==> src/rtl/lcd_bus_arbiter.sv <==
// Two-requester round-robin arbiter driving an HD44780-style LCD bus.
// Define LCD_INIT_EN to run the built-in controller init sequence after power-up.
module lcd_bus_arbiter #(
    parameter int SETUP_CYC  = 2,
    parameter int EN_CYC     = 16,
    parameter int CMD_WAIT   = 2000,
    parameter int CLR_WAIT   = 82000,
    parameter int PWRUP_WAIT = 750000
) (
    input  logic       CLOCK_50,
    input  logic       RESET,
    input  logic       req0_valid,
    input  logic [8:0] req0_word,
    output logic       req0_ready,
    input  logic       req1_valid,
    input  logic [8:0] req1_word,
    output logic       req1_ready,
    output logic       LCD_EN,
    output logic       LCD_RS,
    output logic       LCD_RW,
    output logic [7:0] LCD_DATA_O,
    output logic       busy,
    output logic       init_done
);

    typedef enum logic [2:0] {
        PWRUP     = 3'd0,
`ifdef LCD_INIT_EN
        INIT_LOAD = 3'd1,
`endif
        IDLE      = 3'd2,
        SETUP     = 3'd3,
        PULSE     = 3'd4,
        WAIT      = 3'd5
    } state_t;

    localparam logic [19:0] SETUP_LAST = 20'(SETUP_CYC - 1);
    localparam logic [19:0] EN_LAST    = 20'(EN_CYC - 1);
    localparam logic [19:0] CMD_LAST   = 20'(CMD_WAIT - 1);
    localparam logic [19:0] CLR_LAST   = 20'(CLR_WAIT - 1);
    localparam logic [19:0] PWRUP_LAST = 20'(PWRUP_WAIT - 1);

    state_t      state_q;
    logic [19:0] cnt_q;
    logic [8:0]  word_q;
    logic        en_q;
    logic        busy_q;
    logic        done_q;
    logic        last_q;
`ifdef LCD_INIT_EN
    logic [3:0]  idx_q;

    function automatic logic [8:0] init_word(input logic [2:0] i);
        logic [8:0] w;
        case (i)
            3'd0, 3'd1, 3'd2: w = 9'h030;
            3'd3:             w = 9'h038;
            3'd4:             w = 9'h00C;
            3'd5:             w = 9'h001;
            3'd6:             w = 9'h006;
            default:          w = 9'h080;
        endcase
        return w;
    endfunction
`endif

    logic        grant_d;
    logic        xfer_d;
    logic        is_clr_d;
    logic [19:0] wait_last_d;

    // Tie goes to whoever was not served last; a lone requester always wins.
    always_comb begin
        grant_d = 1'b0;
        if (req0_valid && req1_valid) begin
            grant_d = ~last_q;
        end else if (req1_valid) begin
            grant_d = 1'b1;
        end
        xfer_d   = (state_q == IDLE) && (req0_valid || req1_valid);
        is_clr_d = !word_q[8] && (word_q[7:0] >= 8'h01) && (word_q[7:0] <= 8'h03);
        wait_last_d = is_clr_d ? CLR_LAST : CMD_LAST;
    end

    assign req0_ready = (state_q == IDLE) && req0_valid && !grant_d;
    assign req1_ready = (state_q == IDLE) && req1_valid && grant_d;

    always_ff @(posedge CLOCK_50) begin
        if (RESET) begin
            state_q <= PWRUP;
            cnt_q   <= '0;
            word_q  <= '0;
            en_q    <= 1'b0;
            busy_q  <= 1'b1;
            done_q  <= 1'b0;
            last_q  <= 1'b1;
`ifdef LCD_INIT_EN
            idx_q   <= '0;
`endif
        end else begin
            unique case (state_q)
                PWRUP: begin
                    if (cnt_q == PWRUP_LAST) begin
                        cnt_q <= '0;
`ifdef LCD_INIT_EN
                        state_q <= INIT_LOAD;
`else
                        state_q <= IDLE;
                        busy_q  <= 1'b0;
                        done_q  <= 1'b1;
`endif
                    end else begin
                        cnt_q <= cnt_q + 20'd1;
                    end
                end
`ifdef LCD_INIT_EN
                INIT_LOAD: begin
                    if (idx_q == 4'd8) begin
                        state_q <= IDLE;
                        busy_q  <= 1'b0;
                        done_q  <= 1'b1;
                    end else begin
                        word_q  <= init_word(idx_q[2:0]);
                        idx_q   <= idx_q + 4'd1;
                        state_q <= SETUP;
                    end
                end
`endif
                IDLE: begin
                    if (xfer_d) begin
                        word_q  <= grant_d ? req1_word : req0_word;
                        last_q  <= grant_d;
                        state_q <= SETUP;
                        busy_q  <= 1'b1;
                    end
                end
                SETUP: begin
                    if (cnt_q == SETUP_LAST) begin
                        cnt_q   <= '0;
                        en_q    <= 1'b1;
                        state_q <= PULSE;
                    end else begin
                        cnt_q <= cnt_q + 20'd1;
                    end
                end
                PULSE: begin
                    if (cnt_q == EN_LAST) begin
                        cnt_q   <= '0;
                        en_q    <= 1'b0;
                        state_q <= WAIT;
                    end else begin
                        cnt_q <= cnt_q + 20'd1;
                    end
                end
                WAIT: begin
                    if (cnt_q == wait_last_d) begin
                        cnt_q <= '0;
                        if (done_q) begin
                            state_q <= IDLE;
                            busy_q  <= 1'b0;
                        end else begin
`ifdef LCD_INIT_EN
                            state_q <= INIT_LOAD;
`else
                            state_q <= IDLE;
                            busy_q  <= 1'b0;
`endif
                        end
                    end else begin
                        cnt_q <= cnt_q + 20'd1;
                    end
                end
                default: begin
                    state_q <= PWRUP;
                    cnt_q   <= '0;
                    en_q    <= 1'b0;
                    busy_q  <= 1'b1;
                end
            endcase
        end
    end

    assign LCD_EN     = en_q;
    assign LCD_RS     = word_q[8];
    assign LCD_DATA_O = word_q[7:0];
    assign LCD_RW     = 1'b0;
    assign busy       = busy_q;
    assign init_done  = done_q;

endmodule

==> config.mk <==
export PLATFORM = sky130hd
export DESIGN_NAME = lcd_bus_arbiter
export DESIGN_NICKNAME = d
export VERILOG_FILES = /design/src/rtl/lcd_bus_arbiter.sv
export SDC_FILE = /design/constraint.sdc
export NUM_CORES = 1
export LEC_CHECK = 0
export ABC_CLOCK_PERIOD_IN_PS = 5600
export BUFFER_PORTS_ARGS = -buffer_cell sky130_fd_sc_hd__buf_2
export CAP_MARGIN = 20
export CORE_UTILIZATION = 52
export CTS_CLUSTER_DIAMETER = 30
export DETAILED_ROUTE_END_ITERATION = 12
export PLACE_DENSITY = 0.73
export SYNTH_ARGS = -nofsm -noshare
export SYNTH_HDL_FRONTEND = slang
export SYNTH_SLANG_ARGS = --single-unit
==> constraint.sdc <==
create_clock -name CLOCK_50 -period 5.6 [get_ports CLOCK_50]
set_input_delay 0.28 -clock CLOCK_50 [delete_from_list [all_inputs] [get_ports CLOCK_50]]
set_output_delay 0.28 -clock CLOCK_50 [all_outputs]
set_load 0.005 [all_outputs]
Word-level counts from Yosys, hierarchy flattened
Cells that the tools add are included.
{"block": "classes", "n_reduce_logical": 19, "add_sub_neg": 1, "n_eq_ne": 13, "muxes": 22, "bitwise": 3, "order_cmp": 2}
{"cell": "case mux 20 bit (5 select lines)", "count": 1}
{"cell": "two-way mux 20 bit", "count": 4}
{"cell": "adder 20 x 1 -> 20 bit, second input constant", "count": 1}
{"cell": "equality test 20 x 1 -> 1 bit, second input constant", "count": 1}
{"cell": "equality test 20 x 17 -> 1 bit", "count": 1}
{"cell": "equality test 20 bit, second input constant", "count": 1}
{"cell": "equality test 20 x 4 -> 1 bit, second input constant", "count": 1}
{"cell": "two-way mux 17 bit", "count": 1}
{"cell": "two-way mux 3 bit", "count": 5}
{"cell": "case mux 3 bit (5 select lines)", "count": 1}
{"cell": "!= test 2 bit, second input constant", "count": 5}
{"cell": "two-way mux 9 bit", "count": 1}
{"cell": ">= comparator 8 x 1 -> 1 bit, second input constant", "count": 1}
{"cell": "less-or-equal comparator 8 x 2 -> 1 bit, second input constant", "count": 1}
{"cell": "logical AND 1 bit", "count": 8}
{"cell": "two-way mux 1 bit", "count": 7}
{"cell": "equality test 3 x 2 -> 1 bit, second input constant", "count": 2}
{"cell": "equality test 3 bit, second input constant", "count": 2}
{"cell": "AND reduction 5 bit", "count": 1}
{"cell": "case mux 1 bit (4 select lines)", "count": 1}
{"cell": "AND reduction 2 bit", "count": 2}
{"cell": "AND reduction 4 bit", "count": 1}
{"cell": "zero test 3 bit", "count": 1}
{"cell": "NOT 1 bit", "count": 3}
{"cell": "other kinds (6)", "count": 7}
{"block": "word_totals", "wordCells": 67, "reg_bits": 36, "input_bits": 22, "out_inout_bits": 15}

Depth between registers and ports, before layout
Gate-level depths: netlist of the first run.
{"block": "logic_depth", "word_depth": 7, "depth_mapped": 9, "ltp_nobuf": 7}

Least setup slack after synthesis of the first run
OpenSTA, ideal clock, no wires.
{"block": "synth_path", "path_kind": "reg2reg", "startpoint": "register cnt_q[9]", "endpoint": "register state_q[2]", "arrival_time_ns": 2.383, "setup_slack_ns": 3.085, "setup_time_ns": 0.132, "t_required_ns": 5.468, "path_stages_with_launch": 10, "synth_period_minus_slack_ns": 2.515, "path_buffers": 3, "cell_sequence": "dfxtp_1 -> buf_6 -> or4b_1 -> or4_1 -> o21a_1 -> a211o_1 -> buf_6 -> buf_2 -> o31ai_1 -> a21oi_1"}
{"block": "synth_via", "elab_chain_cells": 3, "elab_cells_between_ends": 9, "classes_between": "8 x eq/ne; 1 x reduce/logical"}
{"element": "start: declaration", "line_no": "44", "source": "logic [19:0] cnt_q;"}
{"element": "start signal: assignment", "line_no": "113", "source": "cnt_q <= cnt_q + 20'd1;"}
{"element": "start signal: assignment", "line_no": "143", "source": "cnt_q <= cnt_q + 20'd1;"}
{"element": "start signal: assignment", "line_no": "152", "source": "cnt_q <= cnt_q + 20'd1;"}
{"element": "equality test 20 x 17 -> 1 bit, or another cell as far along", "line_no": "156", "source": "if (cnt_q == wait_last_d) begin"}
{"element": "!= test 2 bit (no line)"}
{"element": "AND reduction 5 bit (no line) *"}
{"element": "end signal: assignment", "line_no": "150", "source": "state_q <= WAIT;"}
{"element": "end signal: assignment", "line_no": "159", "source": "state_q <= IDLE;"}
{"element": "end signal: assignment", "line_no": "165", "source": "state_q <= IDLE;"}
{"element": "end: declaration", "line_no": "43", "source": "state_t state_q;"}
Every way passes the cells marked *; elsewhere a longest branch is shown, timed or not.
A chain may end at the register's enable or synchronous reset.

Worst setup path in the final report of the first run
{"block": "layout_path", "startpoint": "register cnt_q[9]", "endpoint": "register cnt_q[3]"}
{"block": "layout_via", "elab_chain_cells": 3, "elab_cells_between_ends": 9, "classes_between": "4 x eq/ne; 5 x mux"}
{"element": "equality test 20 x 17 -> 1 bit, or another cell as far along", "line_no": "156"}
{"element": "two-way mux 20 bit, on equally long branches"}
{"element": "case mux 20 bit (5 select lines) *", "line_no": "101", "source": "unique case (state_q)"}
Marked as above.

==> results.rst, run 1 <==
.. list-table::
   :header-rows: 1

   * - Metric
     - Value
   * - Status
     - complete, no violations
   * - Per-cell via count in the routed design
     - 6.11
   * - Antenna diode count
     - 0
   * - Most numerous cell in the Yosys netlist
     - dfxtp_1
   * - Clock slew seen by the registers of the worst setup and hold paths
     - approximately 0.070 ns
   * - Max cap viols
     - 0
   * - Synth Cell Area
     - between 2000 and 2500 um2
   * - Final worst path period need
     - around 2.8 ns
   * - Number of DRC violations after detailed routing
     - 0
   * - TritonCTS buffer count
     - 5
   * - Post-Synthesis Cells
     - 260
   * - Top post-synthesis cells by area
     - dfxtp_1, a211oi_1, nor4_1, nor2_1, mux2i_1
   * - Number of distinct library cells after synthesis
     - 44
   * - Initial drt markers
     - 160
   * - FFs w/ async S/R, synth
     - 0%
   * - Vias
     - ~2000
   * - Largest family of logic cells by synthesized area
     - simple AND/OR/NAND/NOR gates
   * - Post-CTS Repair Setup Buffers
     - 0
   * - Pin count of the biggest net entering global routing
     - 44
   * - Area of the multi-input gates
     - roughly 1200 um2
   * - Design internal power
     - approximately 0.37 mW
   * - Std-Cell Core Area
     - roughly 3700 um2
   * - Worst setup EP type
     - flop
   * - Count of input and output buffers
     - 35
   * - CTS-repair resized insts
     - 0
   * - Sum Neg Setup Slack
     - 0 ns
   * - Compound-gate portion of the synthesized area
     - between 10% and 20%
   * - Number of buffers inserted for hold repair after clock tree synthesis
     - 0
   * - Critical Path Start
     - cnt_q[9]
   * - Worst min-delay path endpoint
     - word_q[3]
   * - Post-synth EDFFs
     - 0
   * - Site Rows
     - 22
   * - GRT overflow
     - 0
   * - Total power density per cell area
     - 205 nW/um2
   * - Clock tree from TritonCTS
     - done
   * - Syn nets
     - roughly 280
   * - Total routing usage reported by global routing
     - between 20 and 30%
   * - Adder-cell share of the synthesized area
     - between 1 and 1.5%
   * - Half-perimeter wire length after detailed placement
     - 3520 um
   * - Relative slew margins
     - a little under a third
   * - Commonest cells post-synth
     - dfxtp_1, nor2_1, nor4_1, a211oi_1, nand3_1
   * - Routed wire length
     - between 5000 and 6000 um
   * - Number of global-route vias before repair
     - 1820
   * - Clock tree sinks
     - 36
   * - Number of inserted filler cells in the final layout
     - 350
   * - Switching power
     - roughly 0.11 mW
   * - Pin slew with the least headroom to its limit
     - between 1 and 1.5 ns
   * - Upper clock frequency limit
     - about 350 MHz
   * - Portion of synthesized cell area occupied by the leading cell type
     - 34.9%
   * - Clock tree buffer depth
     - 2
   * - Worst Path Class, Setup
     - reg -> reg
   * - Required @ worst endpoint
     - ~5.8 ns
   * - Simple-gate area share of the yosys netlist
     - about a third
   * - Biggest area consumer among synthesized cells
     - dfxtp_1
   * - Count of final max-slew check failures
     - 0
   * - Number of synthesized register bits
     - 36
   * - Gp weighted congestion
     - about 0.87
   * - Wirelength per Cell
     - 15.0 um
   * - Portion of the clock cycle consumed by the worst path in the final layout
     - around half
   * - Count of cells along the worst hold path
     - 3
   * - Fraction of power consumed by the clock network
     - between 40% and 50%
   * - Combinational power share
     - under 10%
   * - Type of element launching the critical path
     - flop
   * - Width of the die
     - about 65 um
   * - Synthesis-to-finish area growth
     - 12.5%
   * - Proportion of synthesized area in mux cells
     - 5.33%
   * - Synth Area per Inst
     - about 7.9 um2
   * - Starting Density
     - between 50% and 60%
   * - Synth Warn #
     - 0
   * - H-tree depth
     - 2
   * - Clock root cell
     - clkbuf_8
   * - Unrepaired setup endpoints after global routing
     - no
   * - DR pass1 iterations
     - 4
   * - Clock insertion delay at the later pin of the skew report
     - about 0.29 ns
   * - Share of total power consumed by net switching
     - a little under a quarter
   * - Final core utilization
     - 62.1%
   * - Largest fanout on the critical path
     - 18
   * - Portion of total power attributed to sequential cells
     - 54.6%
   * - Hold Crit Class
     - in -> reg
   * - Ports placed on the boundary
     - 37
   * - Path depth of the worst reg2reg path
     - 6
   * - Hold path startpoint
     - req0_word[3]
   * - Total power of the final layout
     - between 0.4 and 0.5 mW
   * - Worst r2r dst
     - cnt_q[3]
   * - Share of cells above drive strength 1
     - roughly 17%
   * - Final cell count without fillers
     - approximately 330
   * - Total Die Area
     - ~4200 um2
   * - Internal reg-to-reg setup slack
     - around 2.8 ns
   * - Total number of nets in the final design
     - between 300 and 400
   * - Source of the worst register-to-register timing path
     - cnt_q[9]
   * - Remaining antenna violation count after routing
     - 0
   * - Final worst clock skew
     - approximately 0.0060 ns
   * - Proportion of synthesized chip area in sequential cells
     - 34.9%
   * - Number of hold-slack violations in the final timing report
     - 0
   * - Max VDD drop
     - around 0.00015 V
   * - First-pass GRT wire length
     - approximately 8700 um
   * - Height of the chip
     - between 60 and 70 um
   * - Reg area
     - just over 700 um2
   * - Count of final setup violators
     - 0
   * - Static leakage
     - ~0.87 nW
   * - Arrival time at the worst endpoint
     - approximately 3.0 ns
   * - Share of the synthesized netlist area taken by xor and xnor gates
     - about 3.0%
   * - Number of antenna violations at the first check in global routing
     - 0
   * - Top flip-flop cell by instance count after synthesis
     - dfxtp_1
   * - Number of placed cells counting well taps
     - 325
-- cells by family after synthesis --
| logic type | Yosys count |
|---|---|
| adders and majority gates | 2 |
| xor gates and xnor gates | 7 |
| muxes | 11 |
| other | 1 |
| DFF | 36 |
| buffers and inverters | 23 |
| and+or+nand+nor | 127 |
| AOI/OAI and AO/OA | 53 |
-- cells in the final DEF, fill, tap and decap left out, types with 8 or more instances in the layout --
cell,instances
buf_2,35
nor3_1,14
o31ai_1,9
nand2_1,12
o21ai_0,8
nor4_1,20
and3_1,9
a211oi_1,17
mux2i_1,11
dfxtp_1,36
nor2_1,31
nand3_1,15
-- metal layers --
metal  share of wire (%)  vias to the layer above  global-route usage (%)
met5                   0                        -                       0
met4                 1.9                        0                    9.78
met3                 6.8                       10                    6.87
met2                  45                       68                    40.1
met1                  46                      936                    37.2
li1                    -                     1028                       -
-- through the flow --
step	worst slack, ns	instance area (um2)	hold WS, ns
4_1_cts	2.83	2320	0.320
3_3_place_gp	2.87	2220	0.454
5_1_grt	2.58	2320	0.344
3_5_place_dp	2.85	2220	0.462
6_report	2.76	2320	0.320
2_1_floorplan	3.08	2070	0.442
-- power by group through the flow --
stage / logic [mW] / clock network (mW) / registers (mW)
2_1_floorplan: 0.0148 / 0 / 0.266
3_3_place_gp: 0.0232 / 0 / 0.266
3_5_place_dp: 0.0235 / 0 / 0.266
4_1_cts: 0.0236 / 0.196 / 0.260
5_1_grt: 0.0272 / 0.208 / 0.261
6_report: 0.0239 / 0.193 / 0.261
-- flip-flops by register name (all words and copies together), names as in the netlist --
name,count
last_q,1
busy,1
LCD_EN,1
init_done,1
state_q,3
word_q,9
cnt_q,20
-- final cells by class --
type | count | area share, %
Clock buffer | 6 | 3.55
Clock inverter | 2 | 0.431
Inverter | 3 | 0.484
Multi-Input combinational cell | 201 | 53.4
Sequential cell | 36 | 31.0
Tap cell | 48 | 2.58
Timing Repair Buffer | 38 | 8.50
-- worst max path at each step --
stage,endpoint,slack (ns),cells after the start
final,cnt_q[3],2.76,6
after global routing,cnt_q[16],2.58,6
after CTS,cnt_q[3],2.83,6
after detailed placement,cnt_q[9],2.85,6
after global placement,cnt_q[6],2.87,6
after floorplan,state_q[2],3.08,9
-- critical path: stages (launching register included) --
cell and delay [ns]:
dfxtp_1 0.39, or4b_1 0.52, or4_1 0.55, o21a_1 0.22, a211o_1 0.49, nor2_2 0.39, o31ai_1 0.13
Note: power is estimated with default switching activity, not from simulation.
==> run 2: changes to the inputs <==
Settings changed: ABC_CLOCK_PERIOD_IN_PS 5600 to 2400, CORE_UTILIZATION 52 to 50, PLACE_DENSITY 0.73 to 0.74.
Clock period 5.6 ns to 2.4 ns, I/O delays scaled along.
==> run 2 against run 1 <==
Worst setup slack worse by 2.7 ns. Via count up 8.4%. Cell count up 9.0%. Final area up 11%. Clock skew up 0.0024 ns. Critical path depth up 1. Sequential cell count unchanged. Combinational power rose to 2.8 times the previous value. Worst hold slack worse by 0.16 ns. Clock power up 120%. Die area up 3.9%. Clock-buffer cell count unchanged. Largest cell class unchanged.
==> results.rst, run 2 (synthesis gave the netlist of run 1 again) <==
.. list-table::
   :header-rows: 1

   * - Metric
     - Value
   * - Clock slew seen by the registers of the worst setup and hold paths
     - about 0.070 ns
   * - Total power density per cell area
     - around 420 nW/um2
   * - Per-cell via count in the routed design
     - 6.08
   * - Count of input and output buffers
     - 35
   * - Width of the die
     - between 60 and 70 um
   * - Pin count of the biggest net entering global routing
     - 44
   * - Total routing usage reported by global routing
     - 27.0%
   * - Combinational power share
     - between 6 and 7%
   * - Flip-flop count of the largest register, all copies and words added
     - 20
   * - Number of placed cells counting well taps
     - between 300 and 400
   * - Relative slew margins
     - 50.2%
   * - Number of hold-slack violations in the final timing report
     - 0
   * - Required @ worst endpoint
     - 2.54 ns
   * - Register with the most flip-flops
     - cnt_q
   * - Height of the chip
     - between 60 and 70 um
   * - Sum Neg Setup Slack
     - 0 ns
   * - Total Die Area
     - around 4400 um2
   * - Path depth of the worst reg2reg path
     - 7
   * - GRT overflow
     - 0
   * - Number of inserted filler cells in the final layout
     - 339
   * - Upper clock frequency limit
     - between 400 and 500 MHz
   * - Site Rows
     - 22
   * - TritonCTS buffer count
     - 5
   * - H-tree depth
     - 2
   * - Ordered list of cells on the worst path
     - or4b_1 > or4_1 > o21a_1 > a211o_4 > buf_4 > nor3_1 > nor4_1
   * - Hold path startpoint
     - req0_word[1]
   * - Switching power
     - approximately 0.25 mW
   * - DR pass1 iterations
     - 5
   * - Clock insertion delay at the later pin of the skew report
     - between 0.2 and 0.3 ns
   * - Antenna diode count
     - 0
   * - Remaining antenna violation count after routing
     - 0
   * - Starting Density
     - between 50% and 60%
   * - Gp weighted congestion
     - approximately 0.86
   * - Number of DRC violations after detailed routing
     - 0
   * - Count of final setup violators
     - 0
   * - Hold Crit Class
     - in -> reg
   * - Worst r2r dst
     - cnt_q[7]
   * - Clock tree buffer depth
     - 2
   * - Critical path capture point
     - cnt_q[7]
   * - Portion of the clock cycle consumed by the worst path in the final layout
     - a little over nine tenths
   * - Arrival time at the worst endpoint
     - roughly 2.5 ns
   * - Top library cells by usage in the layout, fill and taps aside
     - dfxtp_1, buf_2, buf_4
   * - Std-Cell Core Area
     - roughly 3800 um2
   * - Commonest non-fill, non-tap cell in the layout
     - dfxtp_1
   * - Delay of the slowest critical-path stage
     - roughly 0.49 ns
   * - Ports placed on the boundary
     - 37
   * - First-pass GRT wire length
     - a little over 9000 um
   * - Count of final max-slew check failures
     - 0
   * - Number of global-route vias before repair
     - 1935
   * - Type of element launching the critical path
     - flop
   * - Wirelength per Cell
     - approximately 15 um
   * - Largest fanout on the critical path
     - 7
   * - Final worst path period need
     - between 2 and 2.5 ns
   * - Design internal power
     - slightly above 0.8 mW
   * - Largest delay contributor family on the critical path
     - simple AND/OR/NAND/NOR gates
   * - Number of antenna violations at the first check in global routing
     - 0
   * - Clock tree sinks
     - 36
   * - Status
     - complete, no violations
   * - Pin slew with the least headroom to its limit
     - between 0.7 and 0.8 ns
   * - Share of cells above drive strength 1
     - approximately a quarter
   * - Clock root cell
     - clkbuf_8
   * - Static leakage
     - 1.02 nW
   * - Initial drt markers
     - 210
   * - Share of total power consumed by net switching
     - 23.5%
   * - Half-perimeter wire length after detailed placement
     - 4060 um
   * - Max cap viols
     - 0
   * - Max VDD drop
     - approximately 0.00034 V
   * - Total number of nets in the final design
     - 340
   * - Final cell count without fillers
     - 364
   * - Routed wire length
     - 5620 um
   * - Worst Path Class, Setup
     - reg -> reg
   * - Internal reg-to-reg setup slack
     - roughly 0.086 ns
   * - Synthesis-to-finish area growth
     - 24.6%
   * - Source of the worst register-to-register timing path
     - cnt_q[10]
   * - Worst path slowest cell
     - or4b_1
   * - Largest registers
     - cnt_q: 20 flops, word_q: 9 flops, state_q: 3 flops
   * - Fraction of power consumed by the clock network
     - a little under two fifths
   * - Clock tree from TritonCTS
     - done
   * - Vias
     - around 2200
   * - Final worst clock skew
     - about 0.0084 ns
   * - Portion of total power attributed to sequential cells
     - 55.6%
   * - Critical Path Start
     - cnt_q[10]
   * - Worst setup EP type
     - flop
   * - Number of gates on the worst path with buffers counted
     - 7
   * - Unrepaired setup endpoints after global routing
     - no
   * - Worst path bufs/invs
     - 1
## run 2: changes by cell type in the layout (fill, tap and decap cells not counted), sizes merged
| cell | before | now |
|---|---|---|
| buf | 38 | 68 |
| a211o | 1 | 2 |
| clkinv | 2 | 1 |
## run 2: worst min path at each step
stage,to,slack [ns],cells past startpoint
after floorplan,req0_ready,0.31,2
final,word_q[1],0.16,3
after global placement,word_q[8],0.46,3
after global routing,word_q[1],0.18,3
after CTS,word_q[6],0.17,3
after detailed placement,word_q[7],0.46,3
## run 2: power groups by stage
stage               sequential, mW  combinational [mW]  clock (mW)
finish                       0.603              0.0674       0.415
detailed placement           0.617              0.0671           0
CTS                          0.604              0.0675       0.411
floorplan                    0.620              0.0346           0
global placement             0.617              0.0661           0
global route                 0.604              0.0743       0.436
## run 2: what timing repair did
action / in CTS / in global routing
hold buffers: 0 / 0
setup endpoints to repair: 9 / 20
buffers inserted: 0 / 0
resized for setup: 2 / 3
pin swaps: 0 / 2
cloned: 0 / 1
## run 2: through the flow
stage	utilization (%)	worst slack [ns]	instance area, um2	hold slack (ns)	total power, mW
detailed placement	64.7	-0.0470	2460	0.465	0.685
finish	67.8	0.0857	2570	0.161	1.09
global placement	64.7	-0.00481	2460	0.459	0.683
floorplan	-	-0.0516	2080	0.314	0.654
CTS	67.0	0.0232	2540	0.170	1.08
global route	67.8	0.00746	2570	0.179	1.11
## run 2: worst register-to-register path, stage by stage (launching register included)
cell     delay (ns)
dfxtp_1        0.31
or4b_1         0.49
or4_1          0.43
o21a_1         0.22
a211o_4        0.32
buf_4          0.18
nor3_1         0.15
nor4_1         0.07
## run 2: layer usage
layer / track usage (%) / vias to the layer above / routed length [um]
met2: 41.3 / 82 / 2640
li1: - / 1085 / -
met5: 0 / - / 0
met3: 4.48 / 11 / 340
met4: 10.9 / 0 / 89
met1: 37.1 / 1036 / 2550
## run 2: layout make-up
class / instances / area, um2 / share of cell area (%)
clock buffers: 6 / 72.6 / 2.82
clock inverters: 1 / 5.00 / 0.194
inverters: 3 / 11.3 / 0.438
multi-input cells: 202 / 1280 / 49.8
flip-flops and latches: 36 / 721 / 28.0
well taps: 48 / 60.1 / 2.33
repair buffers: 68 / 423 / 16.4
